File: src/rtl/mem_port_arbiter.sv
// Two-master arbiter in front of a single-port, fixed-latency memory.
// Port 0 has priority; port 1 is forced after MAX_WAIT consecutive port-0 grants.
module mem_port_arbiter #(
   parameter int DATA_W   = 16,
   parameter int ADDR_W   = 16,
   parameter int MEM_LAT  = 2,
   parameter int MAX_WAIT = 3
) (
   input  logic              clk,
   input  logic              reset,
   input  logic              r0_req,
   input  logic              r0_we,
   input  logic [ADDR_W-1:0] r0_addr,
   input  logic [DATA_W-1:0] r0_wdata,
   output logic              r0_ack,
   output logic [DATA_W-1:0] r0_rdata,
   input  logic              r1_req,
   input  logic              r1_we,
   input  logic [ADDR_W-1:0] r1_addr,
   input  logic [DATA_W-1:0] r1_wdata,
   output logic              r1_ack,
   output logic [DATA_W-1:0] r1_rdata,
   output logic              mem_en,
   output logic              mem_we,
   output logic [ADDR_W-1:0] mem_addr,
   output logic [DATA_W-1:0] mem_wdata,
   input  logic [DATA_W-1:0] mem_rdata,
   output logic              busy,
   output logic              gnt_id
);

   typedef enum logic [1:0] {IDLE, ISSUE, WAIT, DONE} state_t;

   state_t            state;
   state_t            state_next;
   logic              gnt_q;
   logic              we_q;
   logic [ADDR_W-1:0] addr_q;
   logic [DATA_W-1:0] wdata_q;
   logic [DATA_W-1:0] rdata_q;
   logic [3:0]        wcnt;
   logic [2:0]        lcnt;
   logic              any_req;
   logic              pick1;

   assign any_req = r0_req | r1_req;
   // Port 1 wins when alone, or when port 0 has used up its allowed run.
   assign pick1   = r1_req & (~r0_req | (wcnt == 4'(MAX_WAIT)));

   always_ff @(posedge clk) begin
      if (reset) state <= IDLE;
      else       state <= state_next;
   end

   always_comb begin
      state_next = state;
      case (state)
         IDLE:  if (any_req) state_next = ISSUE;
         ISSUE: state_next = we_q ? DONE : WAIT;
         WAIT:  if (lcnt == 3'd1) state_next = DONE;
         DONE:  state_next = IDLE;
         default: state_next = IDLE;
      endcase
   end

   always_ff @(posedge clk) begin
      if (reset) begin
         gnt_q   <= 1'b0;
         we_q    <= 1'b0;
         addr_q  <= '0;
         wdata_q <= '0;
         rdata_q <= '0;
         wcnt    <= 4'd0;
         lcnt    <= 3'd0;
      end else begin
         case (state)
            IDLE: begin
               if (any_req) begin
                  gnt_q   <= pick1;
                  we_q    <= pick1 ? r1_we    : r0_we;
                  addr_q  <= pick1 ? r1_addr  : r0_addr;
                  wdata_q <= pick1 ? r1_wdata : r0_wdata;
               end
               // Count only port-0 grants that actually made port 1 wait.
               if (!r1_req || pick1)
                  wcnt <= 4'd0;
               else if (r0_req && wcnt != 4'(MAX_WAIT))
                  wcnt <= wcnt + 4'd1;
            end
            ISSUE: lcnt <= 3'(MEM_LAT);
            WAIT: begin
               lcnt <= lcnt - 3'd1;
               if (lcnt == 3'd1) rdata_q <= mem_rdata;
            end
            default: ;
         endcase
      end
   end

   assign mem_en    = (state == ISSUE);
   assign mem_we    = mem_en & we_q;
   assign mem_addr  = addr_q;
   assign mem_wdata = wdata_q;
   assign busy      = (state != IDLE);
   assign gnt_id    = gnt_q;
   assign r0_ack    = (state == DONE) & ~gnt_q;
   assign r1_ack    = (state == DONE) & gnt_q;
   assign r0_rdata  = rdata_q;
   assign r1_rdata  = rdata_q;

endmodule

File: config.mk
export PLATFORM = sky130hd
export DESIGN_NAME = mem_port_arbiter
export DESIGN_NICKNAME = d
export VERILOG_FILES = /design/src/rtl/mem_port_arbiter.sv
export SDC_FILE = /design/constraint.sdc
export NUM_CORES = 1
export LEC_CHECK = 0
export BUFFER_PORTS_ARGS = -buffer_cell sky130_fd_sc_hd__buf_2
export CAP_MARGIN = 20
export CORE_UTILIZATION = 44
export CTS_CLUSTER_SIZE = 16
export DETAILED_ROUTE_END_ITERATION = 16
export GPL_ROUTABILITY_DRIVEN = 0
export HOLD_SLACK_MARGIN = 0.02
export PLACE_DENSITY = 0.9
export SETUP_SLACK_MARGIN = 0.05
export SYNTH_ARGS = -nofsm -noshare
export SYNTH_HDL_FRONTEND = slang
export SYNTH_SLANG_ARGS = --single-unit
File: constraint.sdc
create_clock -name clk -period 2.4 [get_ports clk]
set_input_delay 0.24 -clock clk [delete_from_list [all_inputs] [get_ports clk]]
set_output_delay 0.24 -clock clk [all_outputs]
set_load 0.01 [all_outputs]
* Yosys cells after proc, flatten, opt, wreduce, memory -nomap -nowiden
Cells that the tools add are included.
** Storage, ports and cells
- Memory bits (writable) :: 0
- Memories :: 0
- Logic and storage cells :: 47
- Latch bits :: 0
- Bits in registers :: 59
- Bits in read-only memories :: 0
** Cells by class
- Equal/unequal tests :: 8
- Div/mod/pow operators :: 0
- $mul :: 0
- Reduce and logical (&&, ||, !) cells :: 11
- Shift operators :: 0
- Bitwise operators :: 8
- $add $sub $neg :: 2
- Multiplexer cells :: 10
- Magnitude comparators :: 0
** Operator list (number)
- 16-bit two-way mux :: 2
- 4-bit two-way mux :: 2
- 2-bit case mux with 4 select lines :: 1
- 2-bit AND reduction :: 4
- 3-bit case mux with 2 select lines :: 1
- 2-bit nonzero test :: 3
- 4-bit by 1-bit adder with 4-bit output (second input constant) :: 1
- 1-bit AND :: 4
- 2-bit equality test (second input constant) :: 2
- 4-bit by 2-bit equality test with 1-bit output (second input constant) :: 1
- 2-bit two-way mux :: 2
- 2-bit inequality test (second input constant) :: 2
- 4-bit by 2-bit inequality test with 1-bit output (second input constant) :: 1
- 3-bit by 1-bit equality test with 1-bit output (second input constant) :: 1
- 3-bit by 1-bit subtractor with 3-bit output (second input constant) :: 1
- 2-bit by 1-bit equality test with 1-bit output (second input constant) :: 1
- 2-bit logical NOT :: 1
- 1-bit two-way mux :: 2
- 1-bit NOT :: 2
- 1-bit OR :: 2
- 1-bit logical AND :: 1
- 1-bit logical NOT :: 1
- 1-bit logical OR :: 1

* Depth between registers and ports, before layout
Gate-level depths: netlist (run 1).
- Word-level depth :: 6
- Depth in mapped cells :: 8
- Gate-level depth less buffers :: 6

* Least setup slack after synthesis (run 1)
OpenSTA, ideal clock, no wires.
- Path type :: reg2reg
- Start :: reg wcnt[0]
- End :: reg addr_q[0] (netlist: mem_addr[0])
- Path slack :: 719 ps
- Data arrival time :: 1539 ps
- Data required time :: 2258 ps
- Stages on the path, launching flop included :: 8
- Cell sequence :: dfxtp_1 ha_1 or3b_4 a21bo_2 clkbuf_1 buf_2 nand2_1 a311oi_1
** On the way
- Longest elaborated chain between the ends :: 4
** RTL lines
- from (decl) :: RTL line 41 : logic [3:0] wcnt;
- from (signal assigned) :: RTL line 88 : wcnt <= wcnt + 4'd1;
- 4-bit by 2-bit equality test with 1-bit output :: RTL line 48 : assign pick1 = r1_req & (~r0_req | (wcnt == 4'(MAX_WAIT)));
- 1-bit OR :: RTL line 48
- 1-bit AND :: RTL line 48
- 16-bit two-way mux :: RTL line 81 : addr_q <= pick1 ? r1_addr : r0_addr;
- to (signal assigned) :: RTL line 81
- to (decl) :: RTL line 38 : logic [ADDR_W-1:0] addr_q;
Every way passes these cells.
A chain may end at the register's enable or synchronous reset.

* Worst setup path after layout (run 1)
- Start :: reg wcnt[0]
- End :: reg wdata_q[13] (netlist: mem_wdata[13])
** On the way
- Longest elaborated chain between the ends :: 4
** RTL lines
- 4-bit by 2-bit equality test with 1-bit output :: RTL line 48
- 1-bit OR :: RTL line 48
- 1-bit AND :: RTL line 48
- 16-bit two-way mux :: RTL line 82 : wdata_q <= pick1 ? r1_wdata : r0_wdata;
- to (signal assigned) :: RTL line 82
- to (decl) :: RTL line 39 : logic [DATA_W-1:0] wdata_q;
Every way passes these cells.

==> metrics.yaml, run 1 <==
outcome: "finished, final reports clean"
p_leak_uw: 0.00179
io_pins: 156
fmax_ghz: 0.497
nNetsFinal: 558
clock_skew_ns: 0.0130
critPathArrivalTime_ns: 2.25
hold_viol: 0
period_needed_ns: 2.01
clockRootBuffer: "clkbuf_8"
syn_area_um2: 2680
wirelength_um: 6790
ctsHoldBuffers: 0
ir_worst_vdd_mv: 0.536
path_max_fanout: 24
clkSinkCount: 59
combPwrFrac_pct: 37.1
drc_errors: 0
endpoint_kind: "register"
fin_crit_sh_pct: 83.9
synth_area_leaders: "dfxtp_1, nand2_1, a311oi_1, nor2_1, buf_4"
drive_above_1_share_pct: 38.2
post_cts_buffers: 0
mostFrequentLayoutCells: "buf_2, nand2_1, dfxtp_1"
cts_tree: "built"
rsz0062_at_grt: "no"
hold_path.class: "in -> reg"
grt_util_all_layers_pct: 21.9
yosysWarnings: 0
wl_per_cell_um: 12.5
initial_core_util_pct: 45.5
synth_seq_cells: 59
htree_num_levels: 3
start_kind: "register"
fillerInstances: 536
dieHeight_um: 80.0
grt_max_degree: 34
cts_buffers: 9
yosys.area.top_type: "dfxtp_1"
num_rows: 28
cellPowerDensity_nw_per_um2: 1020
final_cell_count_no_fill: 544
p_switching_uw: 1290
vias: 2706
antenna_left: 0
syn_inst: 334
path_class: "reg -> reg"
switching_share_pct: 35.1
p_seq_share_pct: 37.2
fin_setup_tns_ns: 0
die_w_um: 80.0
insertion_delay_ns: 0.33
avgSynthCellArea_um2: 8.01
seq_area_frac_synth_pct: 44.1
syn2layout_area_growth_pct: 34.1
reg2reg_from: "wcnt[0]"
power.internal_uw: 2380
synth_nets: 428
antenna_found_initial: 0
min_from: "mem_rdata[10]"
placed_cells: 528
required_ns: 2.63
finalSetupViolCount: 0
io_buffer_count: 155
clkTransAtPathRegs_ns: 0.07
hpwl_um: 5120
drt-vias-per-instance: 4.97
overflow: 0
max_slew_margin_pct: 57.4
mostFrequentLayoutCell: "buf_2"
worstMarginPinSlew_ns: 0.639
cts_buffer_depth: 2
cp-startpoint: "wcnt[0]"
cts_resized: 0
grt_pass1_vias: 2618
dieArea_um2: 6400
netlist.area_leader.share_pct: 44.1
core_area_um2: 5890
maxSlewViolCount: 0
grt_first_pass_wirelength_um: 10800
first_iter_violations: 78
num_antenna_cells: 0
ys_types: 30
dr.pass1.iters: 4
power.share.clock_pct: 25.7
drv_cap: 0
==> power groups by stage <==
stage / Combinational [µW] / Sequential, µW / Clock (µW)
2_1_floorplan: 774 / 1460 / 0
3_3_place_gp: 1320 / 1370 / 0
3_5_place_dp: 1370 / 1380 / 0
4_1_cts: 1380 / 1370 / 963
5_1_grt: 1520 / 1390 / 1010
6_report: 1360 / 1360 / 942
==> sequential cells by signal, indices dropped and copies added, names as in the netlist <==
signal,count
gnt_id,1
lcnt,3
mem_addr,16
mem_wdata,16
r0_rdata,16
state,2
wcnt,4
we_q,1
==> path summary, 6_finish.rpt <==
kind	endpoint	slack, ns	cells past startpoint
worst max-delay path	mem_wdata[13]	0.39	6
worst min-delay path	r0_rdata[10]	0.15	3
worst max register to register	mem_wdata[13]	0.39	6
worst min register to register	r0_rdata[0]	0.46	2
==> Yosys cell counts <==
cell type / instances
a311oi_1: 34
or3_1: 1
buf_4: 16
o32a_1: 1
a21o_1: 1
or3b_4: 1
mux2i_1: 3
o21ai_0: 1
clkbuf_1: 16
buf_2: 4
xnor2_1: 1
ha_1: 8
inv_1: 6
nor3_1: 2
nor2_1: 41
buf_1: 1
buf_6: 3
nor2b_1: 4
xor2_1: 2
nand2_1: 100
a21oi_1: 18
a32oi_1: 1
nand2b_1: 1
nand3_1: 2
nand4_1: 1
a21bo_2: 1
dfxtp_1: 59
a21boi_4: 1
o21a_1: 1
and2_1: 3
==> area by class of cell <==
cell class              instances  area, µm²  area share [%]
well taps                      75       93.8            2.61
repair buffers                159        843            23.5
flip-flops and latches         59       1180            32.9
multi-input cells             229       1240            34.4
clock inverters                 4       47.5            1.32
inverters                       6       22.5           0.627
clock buffers                  12        165            4.60
==> stage by stage <==
| stage | hold slack (ns) | total power (µW) | worst slack (ns) | util [%] | area, µm² |
|---|---|---|---|---|---|
| 4_1_cts | 0.139 | 3710 | 0.365 | 61.0 | 3590 |
| 2_1_floorplan | 0.376 | 2240 | 0.719 | - | 2680 |
| 6_report | 0.147 | 3670 | 0.388 | 61.0 | 3590 |
| 3_3_place_gp | 0.450 | 2690 | 0.514 | 57.4 | 3380 |
| 5_1_grt | 0.139 | 3930 | 0.262 | 61.0 | 3590 |
| 3_5_place_dp | 0.459 | 2760 | 0.403 | 57.4 | 3380 |
==> routing by layer <==
layer	GRT usage (%)	vias up	part of all wire, %
met1	20.5	1202	40
met5	0	-	0
met2	41.6	128	50
met4	10.7	0	1.5
met3	7.43	9	8.2
li1	-	1367	-
==> worst max-delay path, stage by stage (launching register included) <==
cell and delay [ns]:
dfxtp_1 0.38, ha_1 0.20, or3b_4 0.41, a21boi_4 0.36, buf_12 0.21, nand2_1 0.07, a311oi_1 0.28
==> cells by family after synthesis <==
logic type,Yosys count,share of synthesized area (%)
xor+xnor,3,0.982
mux,3,1.12
fa+ha+maj,8,3.74
buf+inv,46,9.72
simple gates,156,23.3
flops,59,44.1
compound gates,59,17.0
No activity file was read; power rests on OpenSTA's default activity.
==> inputs of run 2 (changes only) <==
Clock period 2.4 ns to 2.1 ns, I/O delays scaled along.
==> run 2 against run 1 <==
Net effect: sequential cell count is the same; critical path depth unchanged; clock power is 16% higher; register-to-register slack got worse by 0.17 ns; critical path type unchanged; maximum frequency increased by 6.9%.
==> metrics.yaml, run 2 (same netlist as run 1, synthesis figures left out) <==
maxSlewViolCount: 0  # unchanged
drc_errors: 0  # unchanged
num_antenna_cells: 0  # unchanged
die_w_um: 80.0  # unchanged
fin_setup_tns_ns: 0  # unchanged
hold_viol: 0  # unchanged
htree_num_levels: 3  # unchanged
vias: 2738  # was 2,706
drt-vias-per-instance: 5.01  # was 4.97
core_area_um2: 5890  # unchanged
path_class: "reg -> reg"  # unchanged
fin_area_um2: 3590  # about the same
placed_cells: 531  # was 528
clock_skew_ns: 0.0101  # was 0.0130 ns
cellPowerDensity_nw_per_um2: 1160  # was 1020 nW/µm²
path_max_fanout: 22  # was 24
grt_util_all_layers_pct: 21.2  # was 21.9%
wirelength_um: 6660  # was 6790 µm
mostFrequentLayoutCells: "buf_2, nand2_1, dfxtp_1"  # unchanged
period_needed_ns: 1.88  # was 2.01 ns
finalSetupViolCount: 0  # unchanged
cts_buffers: 9  # unchanged
dpl-instance-area_um2: 3390  # was 3380 µm²
wl_per_cell_um: 12.2  # was 12.5 µm
drive_above_1_share_pct: 38.3  # was 38.2%
ir_worst_vdd_mv: 0.906  # was 0.536 mV
clkSinkCount: 59  # unchanged
final_cell_count_no_fill: 547  # was 544
worstMarginPinSlew_ns: 0.639  # about the same
dieHeight_um: 80.0  # unchanged
drv_cap: 0  # unchanged
critPathSlowestCell: "or3b_4"  # unchanged
p_leak_uw: 0.00180  # was 0.00179 µW
overflow: 0  # unchanged
grt_pass1_vias: 2493  # was 2,618
io_pins: 156  # unchanged
hold_path.class: "in -> reg"  # unchanged
initial_core_util_pct: 45.5  # unchanged
cts_tree: "built"  # unchanged
start_kind: "register"  # unchanged
grt_first_pass_wirelength_um: 10400  # was 10,800 µm
mostFrequentLayoutCell: "buf_2"  # unchanged
clkTransAtPathRegs_ns: 0.07  # about the same
io_buffer_count: 155  # unchanged
syn2layout_area_growth_pct: 34.3  # was 34.1%
endpoint_kind: "register"  # unchanged
rsz0062_at_grt: "no"  # unchanged
dr.pass1.iters: 4  # unchanged
fillerInstances: 501  # was 536
cts_buffer_depth: 2  # unchanged
insertion_delay_ns: 0.33  # about the same
outcome: "finished, final reports clean"  # unchanged
holdWs_ns: 0.123  # was 0.147 ns
fmax_ghz: 0.531  # was 0.497 GHz
max_slew_margin_pct: 57.4  # about the same
crit_chain: "ha_1 -> or3b_4 -> a21boi_4 -> buf_4 -> nand2_1 -> a311oi_1"  # was ha_1 -> or3b_4 -> a21boi_4 -> buf_12 -> nand2_1 -> a311oi_1
cts_resized: 0  # unchanged
post_cts_buffers: 0  # unchanged
num_rows: 28  # unchanged
nNetsFinal: 561  # was 558
slowest_delay_ns: 0.41  # about the same
dieArea_um2: 6400  # unchanged
antenna_left: 0  # unchanged
ctsHoldBuffers: 0  # unchanged
fin_crit_sh_pct: 89.7  # was 83.9%
hpwl_um: 4970  # was 5120 µm
antenna_found_initial: 0  # unchanged
required_ns: 2.33  # was 2.63 ns
clockRootBuffer: "clkbuf_8"  # unchanged
grt_max_degree: 51  # was 34
critPathArrivalTime_ns: 2.11  # was 2.25 ns
first_iter_violations: 77  # was 78
[run 2: cell types whose count changed in the layout (fill, tap and decap cells not counted), sizes merged]
cell / change
buf: +3
clkbuf: -2
clkinv: +2
bufinv: +1
clkinvlp: -1
[run 2: area by class of cell]
class,instances,area (µm²),area share (%)
inverter,6,22.5,0.627
timing repair buffer,162,853,23.7
tap,75,93.8,2.61
clock inverter,6,80.1,2.23
clock buffer,10,128,3.55
multi-input combinational,229,1240,34.4
sequential,59,1180,32.9
[run 2: critical path: cells and delay by family (launching register included)]
family / cells / cell delay [ns]
DFF: 1 / 0.38
buffers and inverters: 1 / 0.27
and+or+nand+nor: 2 / 0.49
adders and majority gates: 1 / 0.19
AOI/OAI and AO/OA: 2 / 0.46
[run 2: worst paths after layout]
| path | startpoint | end | slack [ns] | depth (start not counted) |
|---|---|---|---|---|
| setup / recovery | wcnt[0] | mem_addr[2] | 0.22 | 6 |
| hold / removal | mem_rdata[8] | r0_rdata[8] | 0.12 | 3 |
| setup reg to reg | wcnt[0] | mem_addr[2] | 0.22 | 6 |
| hold reg to reg | r0_rdata[14] | r0_rdata[14] | 0.46 | 2 |
[run 2: layer usage]
layer / track usage, % / vias to the layer above / part of all wire, %
met5: 0 / - / 0
met4: 11.3 / 0 / 1.5
met3: 6.63 / 9 / 7.6
met2: 39.7 / 122 / 49
met1: 20.7 / 1233 / 41
li1: - / 1374 / -
[run 2: metrics by stage]
stage	power [µW]	setup WS, ns	utilization [%]
2_1_floorplan	2560	0.419	-
3_3_place_gp	3050	0.347	57.5
3_5_place_dp	3110	0.197	57.5
4_1_cts	4220	0.188	61.1
5_1_grt	4460	0.118	61.1
6_report	4160	0.217	61.1
[run 2: where the power goes]
part | leakage, µW | total, µW | switching [µW] | internal (µW)
combinational | 0.00120 | 1520 | 861 | 658
sequential | 0.000485 | 1560 | 158 | 1400
clock | 0.000110 | 1090 | 427 | 660
total | 0.00180 | 4160 | 1450 | 2720
